==> src/rtl/imi_mixer.sv <==
// Purpose: sums N_CH I/Q channels, mixes in gain-scaled noise, shifts, saturates and counts clips.
// Latency: SUM_LAT+3 cycles from in_valid to out_valid (SUM_LAT = max(1, clog2(N_CH))).
// Backpressure: none; the pipeline advances every cycle and bubbles flow through unchanged.
module imi_mixer #(
    parameter int N_CH        = 4,
    parameter int CH_WIDTH    = 8,
    parameter int AWGN_WIDTH  = 10,
    parameter int NGAIN_WIDTH = 8,
    parameter int OUT_WIDTH   = 8,
    parameter int PERIOD_2N   = 15
) (
    input  logic                         clk,
    input  logic                         resetn,
    input  logic                         in_valid,
    input  logic [N_CH*CH_WIDTH-1:0]     i_in,
    input  logic [N_CH*CH_WIDTH-1:0]     q_in,
    input  logic [AWGN_WIDTH-1:0]        awgn_i,
    input  logic [AWGN_WIDTH-1:0]        awgn_q,
    input  logic [NGAIN_WIDTH-1:0]       noise_gain,
    input  logic [1:0]                   mode,
    input  logic [4:0]                   out_shift,
    output logic [OUT_WIDTH-1:0]         i_out,
    output logic [OUT_WIDTH-1:0]         q_out,
    output logic                         out_valid,
    output logic [PERIOD_2N:0]           clip_cnt,
    output logic                         clip_cnt_valid
);

    localparam int LOG_N   = (N_CH > 1) ? $clog2(N_CH) : 0;
    localparam int NP      = 1 << LOG_N;
    localparam int SUM_W   = CH_WIDTH + LOG_N;
    localparam int NOISE_W = AWGN_WIDTH + NGAIN_WIDTH + 1;
    localparam int FULL_W  = ((SUM_W > NOISE_W) ? SUM_W : NOISE_W) + 1;
    localparam int SUM_LAT = (LOG_N > 1) ? LOG_N : 1;
    localparam int CMP_W   = ((FULL_W > OUT_WIDTH) ? FULL_W : OUT_WIDTH) + 1;

    localparam logic signed [CMP_W-1:0]     SAT_MAX   = CMP_W'((1 << (OUT_WIDTH-1)) - 1);
    localparam logic signed [CMP_W-1:0]     SAT_MIN   = -SAT_MAX;
    localparam logic signed [OUT_WIDTH-1:0] SAT_MAX_O = OUT_WIDTH'((1 << (OUT_WIDTH-1)) - 1);
    localparam logic signed [OUT_WIDTH-1:0] SAT_MIN_O = -SAT_MAX_O;
    localparam logic signed [FULL_W-1:0]    POS_ONE   = FULL_W'(1);
    localparam logic signed [FULL_W-1:0]    NEG_ONE   = '1;
    localparam logic [PERIOD_2N-1:0]        WIN_LAST  = '1;
    localparam logic [PERIOD_2N:0]          ACC_MAX   = '1;

    // Sideband that rides alongside the adder tree: valid, per-sample config, noise products.
    typedef struct packed {
        logic                      vld;
        logic [1:0]                mode;
        logic [4:0]                shift;
        logic signed [NOISE_W-1:0] ni;
        logic signed [NOISE_W-1:0] nq;
    } side_t;

    // ---------------- stage 1 inputs: leaves and noise products ----------------
    logic signed [SUM_W-1:0]   leaf_i [NP];
    logic signed [SUM_W-1:0]   leaf_q [NP];
    logic signed [NOISE_W-1:0] awgn_i_ext, awgn_q_ext, gain_ext;
    logic signed [NOISE_W-1:0] prod_i, prod_q;

    for (genvar j = 0; j < NP; j++) begin : g_leaf
        if (j < N_CH) begin : g_real
            assign leaf_i[j] = SUM_W'($signed(i_in[j*CH_WIDTH +: CH_WIDTH]));
            assign leaf_q[j] = SUM_W'($signed(q_in[j*CH_WIDTH +: CH_WIDTH]));
        end else begin : g_pad
            assign leaf_i[j] = '0;
            assign leaf_q[j] = '0;
        end
    end

    // Gain is unsigned: zero-extend it so the signed multiply never sees it as negative.
    assign awgn_i_ext = NOISE_W'($signed(awgn_i));
    assign awgn_q_ext = NOISE_W'($signed(awgn_q));
    assign gain_ext   = NOISE_W'(noise_gain);
    assign prod_i     = awgn_i_ext * gain_ext;
    assign prod_q     = awgn_q_ext * gain_ext;

    // ---------------- stage group A: adder tree ----------------
    logic signed [SUM_W-1:0] root_i, root_q;

    if (NP == 1) begin : g_single
        logic signed [SUM_W-1:0] reg_i_q, reg_q_q;
        // Single channel: one register stage keeps the minimum tree latency of 1.
        always_ff @(posedge clk or negedge resetn) begin
            if (!resetn) begin
                reg_i_q <= '0;
                reg_q_q <= '0;
            end else begin
                reg_i_q <= leaf_i[0];
                reg_q_q <= leaf_q[0];
            end
        end
        assign root_i = reg_i_q;
        assign root_q = reg_q_q;
    end else begin : g_tree
        // Heap-ordered internal nodes: node k has children 2k+1 and 2k+2; indices >= NP-1 are leaves.
        logic signed [SUM_W-1:0] node_i_q [NP-1];
        logic signed [SUM_W-1:0] node_q_q [NP-1];
        for (genvar k = 0; k < NP-1; k++) begin : g_node
            if (2*k+1 >= NP-1) begin : g_bottom
                // Bottom level adds two leaves straight from the input ports.
                always_ff @(posedge clk or negedge resetn) begin
                    if (!resetn) begin
                        node_i_q[k] <= '0;
                        node_q_q[k] <= '0;
                    end else begin
                        node_i_q[k] <= leaf_i[2*k+1-(NP-1)] + leaf_i[2*k+2-(NP-1)];
                        node_q_q[k] <= leaf_q[2*k+1-(NP-1)] + leaf_q[2*k+2-(NP-1)];
                    end
                end
            end else begin : g_inner
                // Upper levels add two registered partial sums.
                always_ff @(posedge clk or negedge resetn) begin
                    if (!resetn) begin
                        node_i_q[k] <= '0;
                        node_q_q[k] <= '0;
                    end else begin
                        node_i_q[k] <= node_i_q[2*k+1] + node_i_q[2*k+2];
                        node_q_q[k] <= node_q_q[2*k+1] + node_q_q[2*k+2];
                    end
                end
            end
        end
        assign root_i = node_i_q[0];
        assign root_q = node_q_q[0];
    end

    side_t side_d;
    side_t side_q [1:SUM_LAT];

    assign side_d = '{vld: in_valid, mode: mode, shift: out_shift, ni: prod_i, nq: prod_q};

    // Sideband delay line matched to the adder tree depth.
    always_ff @(posedge clk or negedge resetn) begin
        if (!resetn) begin
            for (int k = 1; k <= SUM_LAT; k++) side_q[k] <= '0;
        end else begin
            side_q[1] <= side_d;
            for (int k = 2; k <= SUM_LAT; k++) side_q[k] <= side_q[k-1];
        end
    end

    // ---------------- stage B: mix ----------------
    function automatic logic signed [FULL_W-1:0] mix_fn(input logic [1:0] md,
                                                        input logic signed [SUM_W-1:0] s,
                                                        input logic signed [NOISE_W-1:0] n);
        logic signed [FULL_W-1:0] sf, nf;
        sf = FULL_W'(s);
        nf = FULL_W'(n);
        case (md)
            2'd0:    return sf;
            2'd3:    return nf;
            default: return sf + nf;
        endcase
    endfunction

    logic                     vld_b_q, sgn_b_q;
    logic [4:0]               shift_b_q;
    logic signed [FULL_W-1:0] mix_i_q, mix_q_q;

    // Mix register; mode 2 is remembered as a sign-only flag for the next stages.
    always_ff @(posedge clk or negedge resetn) begin
        if (!resetn) begin
            vld_b_q   <= 1'b0;
            sgn_b_q   <= 1'b0;
            shift_b_q <= '0;
            mix_i_q   <= '0;
            mix_q_q   <= '0;
        end else begin
            vld_b_q   <= side_q[SUM_LAT].vld;
            sgn_b_q   <= (side_q[SUM_LAT].mode == 2'd2);
            shift_b_q <= side_q[SUM_LAT].shift;
            mix_i_q   <= mix_fn(side_q[SUM_LAT].mode, root_i, side_q[SUM_LAT].ni);
            mix_q_q   <= mix_fn(side_q[SUM_LAT].mode, root_q, side_q[SUM_LAT].nq);
        end
    end

    // ---------------- stage C: shift toward zero / sign reduce ----------------
    function automatic logic signed [FULL_W-1:0] shr_rtz(input logic signed [FULL_W-1:0] v,
                                                         input int unsigned sh);
        logic [FULL_W-1:0]        mask;
        logic signed [FULL_W-1:0] r;
        mask = ~({FULL_W{1'b1}} << sh);
        r    = v >>> sh;
        // Floor shift rounds negatives down; nudge up by one when bits were lost.
        if (v[FULL_W-1] && ((v & mask) != '0)) r = r + POS_ONE;
        return r;
    endfunction

    function automatic logic signed [FULL_W-1:0] sign_fn(input logic signed [FULL_W-1:0] v);
        return (!v[FULL_W-1] && (v != '0)) ? POS_ONE : NEG_ONE;
    endfunction

    int unsigned              sh_amt;
    logic signed [FULL_W-1:0] shr_i_d, shr_q_d;

    // Clamp the shift so the result is at most the sign, then shift or sign-reduce.
    always_comb begin
        sh_amt = {27'b0, shift_b_q};
        if (sh_amt >= FULL_W-1) sh_amt = FULL_W-1;
        shr_i_d = shr_rtz(mix_i_q, sh_amt);
        shr_q_d = shr_rtz(mix_q_q, sh_amt);
        if (sgn_b_q) begin
            shr_i_d = sign_fn(mix_i_q);
            shr_q_d = sign_fn(mix_q_q);
        end
    end

    logic                     vld_c_q, sgn_c_q;
    logic signed [FULL_W-1:0] shr_i_q, shr_q_q;

    // Shift-stage register.
    always_ff @(posedge clk or negedge resetn) begin
        if (!resetn) begin
            vld_c_q <= 1'b0;
            sgn_c_q <= 1'b0;
            shr_i_q <= '0;
            shr_q_q <= '0;
        end else begin
            vld_c_q <= vld_b_q;
            sgn_c_q <= sgn_b_q;
            shr_i_q <= shr_i_d;
            shr_q_q <= shr_q_d;
        end
    end

    // ---------------- stage D: symmetric saturation ----------------
    // Returns {clip, value}.
    function automatic logic [OUT_WIDTH:0] sat_fn(input logic signed [FULL_W-1:0] v);
        logic signed [CMP_W-1:0] e;
        e = CMP_W'(v);
        if (e > SAT_MAX)      return {1'b1, SAT_MAX_O};
        else if (e < SAT_MIN) return {1'b1, SAT_MIN_O};
        else                  return {1'b0, OUT_WIDTH'(v)};
    endfunction

    logic [OUT_WIDTH:0] sat_i, sat_q;
    logic               clip_d;

    assign sat_i  = sat_fn(shr_i_q);
    assign sat_q  = sat_fn(shr_q_q);
    assign clip_d = !sgn_c_q && (sat_i[OUT_WIDTH] || sat_q[OUT_WIDTH]);

    logic [OUT_WIDTH-1:0] i_out_q, q_out_q;
    logic                 out_valid_q;

    // Output registers hold their last value across bubbles.
    always_ff @(posedge clk or negedge resetn) begin
        if (!resetn) begin
            i_out_q     <= '0;
            q_out_q     <= '0;
            out_valid_q <= 1'b0;
        end else begin
            out_valid_q <= vld_c_q;
            if (vld_c_q) begin
                i_out_q <= sat_i[OUT_WIDTH-1:0];
                q_out_q <= sat_q[OUT_WIDTH-1:0];
            end
        end
    end

    // ---------------- clip statistics ----------------
    logic [PERIOD_2N-1:0] win_q, win_d;
    logic [PERIOD_2N:0]   acc_q, acc_d, acc_inc;
    logic [PERIOD_2N:0]   clip_cnt_q, clip_cnt_d;
    logic                 clip_cnt_vld_q, clip_cnt_vld_d;

    // Window/clip counters advance on valid outputs; the last sample of a window is included in the report.
    always_comb begin
        win_d          = win_q;
        acc_d          = acc_q;
        clip_cnt_d     = clip_cnt_q;
        clip_cnt_vld_d = 1'b0;
        acc_inc        = (clip_d && (acc_q != ACC_MAX)) ? acc_q + 1'b1 : acc_q;
        if (vld_c_q) begin
            if (win_q == WIN_LAST) begin
                clip_cnt_d     = acc_inc;
                clip_cnt_vld_d = 1'b1;
                win_d          = '0;
                acc_d          = '0;
            end else begin
                win_d = win_q + 1'b1;
                acc_d = acc_inc;
            end
        end
    end

    // Counter state registers.
    always_ff @(posedge clk or negedge resetn) begin
        if (!resetn) begin
            win_q          <= '0;
            acc_q          <= '0;
            clip_cnt_q     <= '0;
            clip_cnt_vld_q <= 1'b0;
        end else begin
            win_q          <= win_d;
            acc_q          <= acc_d;
            clip_cnt_q     <= clip_cnt_d;
            clip_cnt_vld_q <= clip_cnt_vld_d;
        end
    end

    assign i_out          = i_out_q;
    assign q_out          = q_out_q;
    assign out_valid      = out_valid_q;
    assign clip_cnt       = clip_cnt_q;
    assign clip_cnt_valid = clip_cnt_vld_q;

endmodule
==> config.mk <==
export PLATFORM = sky130hd
export DESIGN_NAME = imi_mixer
export DESIGN_NICKNAME = d
export VERILOG_FILES = /design/src/rtl/imi_mixer.sv
export SDC_FILE = /design/constraint.sdc
export NUM_CORES = 1
export LEC_CHECK = 0
export ABC_AREA = 1
export CORE_ASPECT_RATIO = 1.4
export CORE_MARGIN = 2
export CORE_UTILIZATION = 60
export CTS_CLUSTER_SIZE = 24
export DETAILED_ROUTE_END_ITERATION = 6
export GPL_ROUTABILITY_DRIVEN = 0
export PLACE_DENSITY = 0.92
export RECOVER_POWER = 50
export SYNTH_ARGS = -nofsm -noshare
export SYNTH_HDL_FRONTEND = slang
export SYNTH_SLANG_ARGS = --single-unit
==> constraint.sdc <==
create_clock -name clk -period 3.55 [get_ports clk]
set_input_delay 0.71 -clock clk [delete_from_list [all_inputs] [get_ports clk]]
set_output_delay 0.71 -clock clk [all_outputs]
set_load 0.02 [all_outputs]
==> metrics <==
Distinct cells, synth 51; Setup crit start kind input pin; Post-synth ARST share 100.0%; gr usage total 36.67%; Clock Tree Root clkbuf_16; # H-tree levels 1; EDFF count, synth 0; Slew @ Worst Pin ~2.4 ns; Via density 6.182; Leakage 14.67 nW; synthesis warning total 0; Gate power share 61.7%; HP Class flop to flop; Synth Area in XOR/XNOR ~4.2%; total clock sinks 302; Layout fillers 2441; Crit-path slowest cell fa_1; drt total wl 78750 microns; die footprint 40740 sq um; Die Y 238.0 microns; grt ovf 0; Critical Path End Type flop; Final Max Tran Viols 99; commonest cells after routing, fill and taps aside nand2_1 (669), inv_1 (477), dfrtp_1 (299); largest family of logic cells by synthesized area simple AND/OR/NAND/NOR gates; Residual DRC 11; CP max stage delay 0.62 ns; vias in the first global route 24030; P_sw 10.72 mW; PnR Total Power around 23 mW; Clk pin slew, worst setup/hold paths around 0.06 ns; delay-heaviest family, CP adder cells; Setup Skew 0.03858 ns; Port Buffers roughly 140; Cells after Synth 2980; Net Sw Frac 47.05%; final hold violation count 0; setup TNS -14.14 ns; CP arrival 5.04 ns; clk_lat worst skew between 0.6 and 0.7 ns; unrepaired setup endpoints after global routing true; Area growth syn-to-layout 20.49%; Cells after DPL between 3000 and 4000; Iter 0 DRT Violations 2690; shortest period the worst path allows ~4.5 ns; predominant post-synthesis flop cell dfrtp_1; pwr dens 806.0 nW/um^2; Synth Area in Compound Gates under 10%; failing checks DRC, capacitance limit, slew limit, setup timing; Setup WS pre-CTS -1.847 ns; kind of critical path input pin to flop; simple-gate share of the synthesized area 23.73%; initial antenna violation count 3; adder-cell share of the synthesized area 21.06%; Critical Path RT between 4 and 5 ns; fin crit share 127.9%; total CTS buffers 28; ANT nets after route 0; row count 85; CORE AREA slightly below 40000 sq um; largest net degree at the start of global routing 99; Pre-antenna DRT Iters 7; final std cells w/o fill roughly 3800; outcome complete, but fails checks; internal power 12.07 mW; Buf+Inv Stages, Crit Path 5; fraction of layout instances using a drive strength above 1 14.47%; worst-path cell chain buf_4 -> nand2_1 -> fa_1 -> inv_1 -> fa_1 -> fa_1 -> inv_1 -> fa_1 -> inv_1 -> ha_4 -> inv_1 -> nor3_2 -> nand2_1 -> o211ai_1 -> a31oi_2 -> o21ai_2 -> a21oi_2 -> nor2_1 -> nor2_1 -> xor2_1; Net Count, Synth ~3400; first-pass GRT wire length 117000 microns; n_diodes 0; DIE WIDTH 171.2 microns; Routed WL per cell 20.89 microns; Cell Area, Synth about 23000 sq um; final net count approximately 3600; relative slew slack -59.42%; CP max FO 6; Clk pwr share between 10% and 20%; DP HPWL around 48000 microns; clock buffer depth 3; Max-Cap Viols 1; commonest non-fill, non-tap cell in the layout nand2_1; total number of vias 23310; TritonCTS clock tree yes; Starting Density 60.96%; Seq/Total Area, Yosys between 30% and 40%; Final Worst Setup Slack -0.9907 ns; multiplexer share of the synthesized area 0%; Setup-failing EPs final 26; worst vdd ir 0.4880 mV; Yosys reg bits 302; Syn Area/Cell 7.875 sq um; CTS Hold Buffers Added 0; I/O pin cnt between 100 and 150; f_max approximately 0.22 GHz; sequential fraction of design power 25.2%
[path summary, 6_finish.rpt]
check	from	end	slack (ns)	depth (start not counted)
max	noise_gain[1]	side_q[64]	-0.99	20
min	side_q[38]	shift_b_q[0]	0.35	0
max in group asynchronous	resetn	shift_b_q[3]	0.37	2
min reg2reg	side_q[38]	shift_b_q[0]	0.35	0
min in group asynchronous	resetn	acc_q[13]	0.78	1
max reg2reg	mix_q_q[1]	shr_q_q[1]	0.25	5
[cell families after synthesis]
kind of cell,after synthesis
AO/OA/AOI/OAI,343
XOR/XNOR,113
adder cells (fa/ha/maj),311
buffers and inverters,634
flip-flops,302
AND/OR/NAND/NOR,1277
[final cells by class]
type / instances / area (sq um) / share of cell area (%)
well taps: 522 / 653.1 / 2.310
flip-flops and latches: 302 / 7561 / 26.74
clock inverters: 11 / 117.6 / 0.4159
clock buffers: 40 / 785.8 / 2.779
multi-input cells: 2045 / 14260 / 50.42
inverters: 535 / 2016 / 7.128
repair buffers: 315 / 2888 / 10.21
[power groups by stage]
| stage | clock network, mW | registers, mW | logic, mW |
|---|---|---|---|
| finish | 2.99 | 5.74 | 14.1 |
| global route | 3.13 | 5.80 | 15.0 |
| CTS | 2.97 | 5.55 | 11.9 |
| detailed placement | 0 | 5.59 | 10.9 |
| global placement | 0 | 5.53 | 10.1 |
| floorplan | 0 | 5.28 | 7.48 |
[metal layers]
| metal | vias to the layer above | GRT usage (%) | routed length, microns |
|---|---|---|---|
| met5 | - | 0 | 11 |
| met4 | 2 | 31.79 | 9634 |
| met3 | 824 | 10.40 | 7982 |
| met2 | 1839 | 63.92 | 37720 |
| met1 | 10700 | 34.89 | 23400 |
| li1 | 9945 | - | - |
[sequential cells by signal, summed over array words and instances (netlist names)]
signal,count
out_valid,1
shift_b_q,5
g_tree.node_q_q,18
q_out,8
g_tree.node_i_q,18
root_q,10
side_q,92
vld_c_q,1
sgn_b_q,1
i_out,8
clip_cnt_valid,1
shr_i_q,20
acc_q,16
sgn_c_q,1
vld_b_q,1
clip_cnt,16
win_q,15
mix_i_q,20
shr_q_q,20
mix_q_q,20
root_i,10
[Yosys cell counts (30+ instances only)]
cell type	number	area [sq um]
a21oi_1	133	665.6
clkbuf_1	43	161.4
dfrtp_1	302	7557
fa_1	140	2803
ha_1	171	2140
inv_1	521	1956
nand2_1	714	2680
nand3_1	298	1491
nand4_1	44	275.3
nor2_1	131	491.7
o21ai_0	114	570.6
xnor2_1	30	262.8
xor2_1	83	727.0
[stage by stage]
step | hold WS, ns | util [%] | area (sq um)
finish | 0.3470 | 73.45 | 28280
global route | 0.3528 | 73.45 | 28280
CTS | 0.1711 | 72.63 | 27960
detailed placement | 0.3347 | 68.41 | 26340
global placement | 0.3320 | 68.41 | 26340
floorplan | 0.3312 | - | 23930
[timing repair]
action	in CTS	in global routing
pin swaps	114	102
setup endpoints to repair	28	43
gates cloned	3	2
buffers inserted	35	16
gates resized for setup	210	122
No activity file was read; power rests on OpenSTA's default activity.
